File: config.mk
export PLATFORM = sky130hd
export DESIGN_NAME = resp_serializer
export DESIGN_NICKNAME = d
export VERILOG_FILES = /design/src/rtl/resp_serializer.sv
export SDC_FILE = /design/constraint.sdc
export NUM_CORES = 1
export LEC_CHECK = 0
export CORE_ASPECT_RATIO = 1.4
export CORE_MARGIN = 10
export CORE_UTILIZATION = 48
export DETAILED_ROUTE_END_ITERATION = 10
export PLACE_DENSITY_LB_ADDON = 0.1
export SKIP_LAST_GASP = 1
export SLEW_MARGIN = 20
export SYNTH_ARGS = -nofsm -noshare
export SYNTH_HDL_FRONTEND = slang
export SYNTH_SLANG_ARGS = --single-unit
File: constraint.sdc
create_clock -name clk -period 2.2 [get_ports clk]
set_clock_uncertainty 0.2 [all_clocks]
set_input_delay 0.22 -clock clk [delete_from_list [all_inputs] [get_ports clk]]
set_output_delay 0.22 -clock clk [all_outputs]
set_load 0.02 [all_outputs]
File: src/rtl/resp_serializer.sv
// Merges the FSM echo byte stream and ALU result words into one UART byte stream.
// Result words go out LSB byte first; a packet lock keeps the two sources from interleaving.
module resp_serializer #(
    parameter int WORD_BYTES = 4
) (
    input  logic                    clk,
    input  logic                    rst,
    input  logic [7:0]              echo_data_i,
    input  logic                    echo_valid_i,
    input  logic                    echo_last_i,
    output logic                    echo_ready_o,
    input  logic [8*WORD_BYTES-1:0] res_data_i,
    input  logic                    res_valid_i,
    output logic                    res_ready_o,
    output logic [7:0]              data_o,
    output logic                    valid_o,
    input  logic                    ready_i
);

    localparam int SH_W  = 8 * WORD_BYTES;
    localparam int CNT_W = $clog2(WORD_BYTES + 1);

    typedef enum logic [1:0] {
        IDLE,
        ECHO,
        RESULT
    } state_t;

    state_t            state_q, state_d;
    logic [SH_W-1:0]   sh_q, sh_d;
    logic [CNT_W-1:0]  cnt_q, cnt_d;

    always_ff @(posedge clk) begin
        if (rst) begin
            state_q <= IDLE;
            sh_q    <= '0;
            cnt_q   <= '0;
        end else begin
            state_q <= state_d;
            sh_q    <= sh_d;
            cnt_q   <= cnt_d;
        end
    end

    always_comb begin
        state_d      = state_q;
        sh_d         = sh_q;
        cnt_d        = cnt_q;
        echo_ready_o = 1'b0;
        res_ready_o  = 1'b0;
        valid_o      = 1'b0;
        data_o       = 8'h00;

        // Outputs stay quiet for the whole reset cycle, whatever state we were in.
        if (!rst) begin
            case (state_q)
                IDLE: begin
                    res_ready_o = 1'b1;
                    if (res_valid_i) begin
                        sh_d    = res_data_i;
                        cnt_d   = CNT_W'(WORD_BYTES);
                        state_d = RESULT;
                    end else if (echo_valid_i) begin
                        state_d = ECHO;
                    end
                end

                ECHO: begin
                    valid_o      = echo_valid_i;
                    data_o       = echo_valid_i ? echo_data_i : 8'h00;
                    echo_ready_o = ready_i;
                    if (echo_valid_i && ready_i && echo_last_i) begin
                        state_d = IDLE;
                    end
                end

                RESULT: begin
                    valid_o = 1'b1;
                    data_o  = sh_q[7:0];
                    if (ready_i) begin
                        if (cnt_q == CNT_W'(1)) begin
                            sh_d    = '0;
                            cnt_d   = '0;
                            state_d = IDLE;
                        end else begin
                            sh_d  = sh_q >> 8;
                            cnt_d = cnt_q - CNT_W'(1);
                        end
                    end
                end

                default: begin
                    state_d = IDLE;
                end
            endcase
        end
    end

endmodule

# Yosys cells after proc, flatten, opt, wreduce, memory -nomap -nowiden
# Cells that the tools add are included.
# W data, S select, Z words.
# classes
n_eq_ne,8
n_mux,23
n_reduce_logical,6
add_sub_neg,1
# op_table
op,n
$mux W32,2
$pmux W32 S2,1
$mux W24,1
$mux W8,2
$pmux W8 S2,1
$mux W2,5
$mux W3,3
$ne A2 B2 Y1 const B,4
$pmux W2 S3,1
$pmux W3 S2,1
$mux W1,5
$reduce_and A4 Y1,1
$eq A3 B1 Y1 const B,1
$ne A3 B3 Y1 const B,1
$reduce_and A3 Y1,1
$sub A3 B1 Y3 const B,1
$eq A2 B1 Y1 const B,1
$eq A2 B2 Y1 const B,1
$logic_and A1 B1 Y1,2
$logic_not A2 Y1,1
$pmux W1 S2,1
$reduce_bool A2 Y1,1
# word_totals
output_inout_bits,11
wordCells,41
reg_bits,37
inputBits,46

# Depth between registers and ports, before layout
# depth
ltp_word,4
depth_mapped,9
ltp_nobuf,6

# Worst setup path before layout
# OpenSTA, ideal clock, no wires.
# synth_timing
kind,flip-flop to flip-flop
from,reg state_q[0]
to,reg sh_q[10]
setup_ns,0.132
period_less_slack_ns,1.905
required_time_ns,1.868
stages_incl_launch_ff,10
arrival_time_ns,1.573
path_slack_ns,0.295
path_buffers,3
path_cell_list,dfxtp_1 -> inv_1 -> ha_1 -> buf_6 -> mux2i_1 -> or2_1 -> buf_6 -> buf_6 -> a311oi_2 -> nor3_1
# synth_via
elab_chain_len,3
elab_cells_between_ends,7
classes_between,eq/ne: 3; mux: 1; reduce/logical: 3
# synth_lines
element,line_no,source
"start, declared",29,"state_t state_q, state_d;"
"start signal, assigned",39,state_q <= state_d;
$eq A2 B2 Y1 / $logic_not A2 Y1 (equally long branches),56,case (state_q)
$ne A2 B2 Y1 (no source line) / $reduce_bool A2 Y1 (equally long branches),n/a,
$reduce_and A3 Y1 (no source line),n/a,
"end signal, assigned",36,sh_q <= '0;
"end signal, assigned",40,sh_q <= sh_d;
"end, declared",30,"logic [SH_W-1:0] sh_q, sh_d;"
# Parallel ways exist; a longest one is shown, timed or not.
# A chain may end at the register's enable or synchronous reset.

# Final worst setup path
# layout_timing
from,reg state_q[1]
to,out data_o[3]
# layout_via
elab_chain_len,3
elab_cells_between_ends,4
classes_between,eq/ne: 2; mux: 2
# layout_lines
element,line_no,source
$eq A2 B2 Y1 / $eq A2 B1 Y1 (equally long branches),56,
$pmux W8 S2 (*),56,
$mux W8 (*),55,if (!rst) begin
"end, declared",15,"output logic [7:0] data_o,"
# Every way passes the cells marked *; elsewhere a longest branch is shown, timed or not.

==> impl_metrics.ini <==
[outcome]
outcome = finished, final reports clean

[clock_network]
clk_path_buf_depth = 2
numCtsBuffers = 5
cts_setup_buffers = 0
cts_tree = built
h-tree-depth = 2
insertion_delay_ns = 0.29
cts_root_buf = clkbuf_8
clk_pin_slew_ns = 0.07
cts.sinks = 37

[logic_synthesis]
synth_area_sq_mm = 0.00209
yosysSeqAreaShare_pct = 35.5
syn_avg_cell_area_sq_um = 8.62
async_reset_ff_share_pct = 0
ys_top_cells_by_area = dfxtp_1 (36%), a311oi_2 (14%), nor2b_1 (7.8%), nor2_1 (6.5%), nor3_1 (5.8%)
ys_warn_count = 0
syn_nets = 295
syn_inst = 242
yosysMostFrequentCell = dfxtp_1
synth_top_area_share_pct = 35.5
synth_top_cell_by_area = dfxtp_1
synth-seq-cells = 37
synth-main-ff-cell = dfxtp_1
synthDistinctLibCells = 29
ys_top_cells_by_count = dfxtp_1 (37), nor2_1 (36), nor2b_1 (26), nor3_1 (24), a311oi_2 (19)
synth-edff-count = 0

[cells_and_area]
design_area_sq_mm = 0.00273
drive_gt1_share_pct = 16.4
num_antenna_cells = 0
instances_no_fill = 338
area_growth_syn_to_layout_pct = 30.7
utilization_pct = 64.8
nNetsFinal = 347

[worst_setup_path]
cpPeakStageDelay_ns = 0.36
end_kind = output pin
slowest_stage = dfxtp_1
required_ns = 1.78
crit_chain = inv_1 > ha_1 > and2_2 > a22oi_1 > nor2_1 > clkdlybuf4s15_1
critPathArrivalTime_ns = 1.69
cp-start-kind = register
path_max_fanout = 7
critPathKind = reg -> out

[power_and_ir_drop]
p_total_mw = 2.57
combPwrFrac_pct = 44.6
power_density_mw_per_mm2 = 945
pwr-share-clk_pct = 16.8
internal_power_mw = 1.59
leakage_nw = 0.985
sw_frac_of_total_pct = 38.2
power_switching_uw = 983
ir_drop_mv = 0.496
seqPwrFrac_pct = 38.6

[placed_design]
place_area_sq_mm = 0.00268
post-place-cells = 332
dp_hpwl_microns = 3680
portBuffers = 56
gp_congestion = 0.732
place_ws_ns = -0.0366

[grt]
grt_antenna_before_repair = 0
grt_first_pass_wirelength_microns = 8120
grt_max_degree = 47
grt_pass1_vias = 1869
track_usage_pct = 13.3
overflow = 0

[routing]
route.vias.total = 1866
wirelength_microns = 5000
antenna_left = 0
drt-initial-drc-count = 148
remaining_drc_errors = 0
viasPerCell = 5.52
dr.pass1.iters = 4
wl_per_cell_microns = 14.8

[floorplanning]
core_area_sq_mm = 0.00420
rows = 28
ioPinCount = 57
die_x_microns = 75.7
fp.dieH_microns = 98.0
start_util_pct = 49.6
dieArea_sq_mm = 0.00742

[worst_hold_path]
hold_path.class = reg -> reg

[sta]
hold_viol_final = 0
setup_viol = 0
fmax_mhz = 474
hold-worst-slack_ns = 0.253
fin_ws_ns = 0.0903
finalCriticalPeriod_ns = 2.11
timing.setup.tns_ns = 0
rsz0062_at_grt = yes
worstMarginPinSlew_ns = 0.486
min_period_over_period_pct = 95.9
slew_violations = 0
relSlewSlack_pct = 67.6

[run]
cap_violations = 0
flip-flops by register name, indices dropped and copies added, names as in the netlist:
signal / flops
sh_q: 32
cnt_q: 3
state_q: 2
metal layers:
layer	vias up	GRT usage, %	share of wire, %	routed length [microns]
met1	861	14.7	43	2140
met2	44	23.2	49	2460
met4	0	3.44	1.0	52
met3	4	4.56	7.0	351
met5	-	0	0	0
li1	957	-	-	-
critical path, delay by kind of cell (launching register included):
family / cells / cell delay, ns
DFF: 1 / 0.36
buffers and inverters: 2 / 0.39
adders and majority gates: 1 / 0.20
AOI/OAI and AO/OA: 1 / 0.17
and+or+nand+nor: 2 / 0.29
cells in the final DEF (no fill, tap or decap):
master	synthesis	final
a21oi_1	13	13
a22o_1	1	1
a22oi_1	7	7
a311oi_1	5	5
a311oi_2	19	19
a32oi_1	1	1
and2_2	0	1
buf_12	0	1
buf_4	1	11
clkbuf_2	0	6
clkbuf_8	0	5
clkdlybuf4s15_1	0	3
clkdlybuf4s50_1	0	45
clkinv_2	0	1
dfxtp_1	37	37
dlygate4sd2_1	0	2
ha_1	7	5
ha_2	0	2
inv_1	6	6
mux2i_1	1	1
nand2_1	13	13
nand2b_1	3	2
nand2b_2	0	1
nand3b_1	10	10
nand4_1	1	1
nand4bb_1	1	1
nor2_1	36	36
nor2_2	1	1
nor2b_1	26	26
nor3_1	24	24
o21ai_0	2	2
o31ai_1	2	2
o41ai_1	1	1
or2_1	1	1
repair_timing:
| action | CTS | global route |
|---|---|---|
| hold buffers | 0 | 0 |
| endpoints found under the setup margin | 11 | 10 |
| resized for setup | 14 | 15 |
power groups by stage:
| stage | sequential (mW) | combinational (mW) | clock [mW] |
|---|---|---|---|
| floorplan | 0.977 | 0.921 | 0 |
| global placement | 1.00 | 1.14 | 0 |
| detailed placement | 1.01 | 1.16 | 0 |
| CTS | 0.994 | 1.16 | 0.443 |
| global route | 1.02 | 1.29 | 0.462 |
| finish | 0.994 | 1.15 | 0.432 |
cells by family after synthesis:
| logic type | after synthesis | synth area share [%] |
|---|---|---|
| and+or+nand+nor | 117 | 28.6 |
| AOI/OAI and AO/OA | 51 | 23.9 |
| DFF | 37 | 35.5 |
| buffers and inverters | 29 | 7.32 |
| adders and majority gates | 7 | 4.20 |
| muxes | 1 | 0.480 |
final cells by class:
class	instances	area [sq um]
fillers	384	1480
multi-input cells	176	1200
flip-flops and latches	37	741
repair buffers	68	631
clock buffers	5	68.8
well taps	45	56.3
inverters	6	22.5
clock inverters	1	5.00
path summary, 6_finish.rpt:
kind              startpoint  cells past startpoint   endpoint  slack, ns
setup / recovery  state_q[1]                      6  data_o[3]       0.09
hold reg to reg     cnt_q[1]                      2   cnt_q[1]       0.25
hold / removal      cnt_q[1]                      2   cnt_q[1]       0.25
setup reg to reg  state_q[0]                      7    sh_q[0]       0.21
Note: power is estimated with default switching activity, not from simulation.
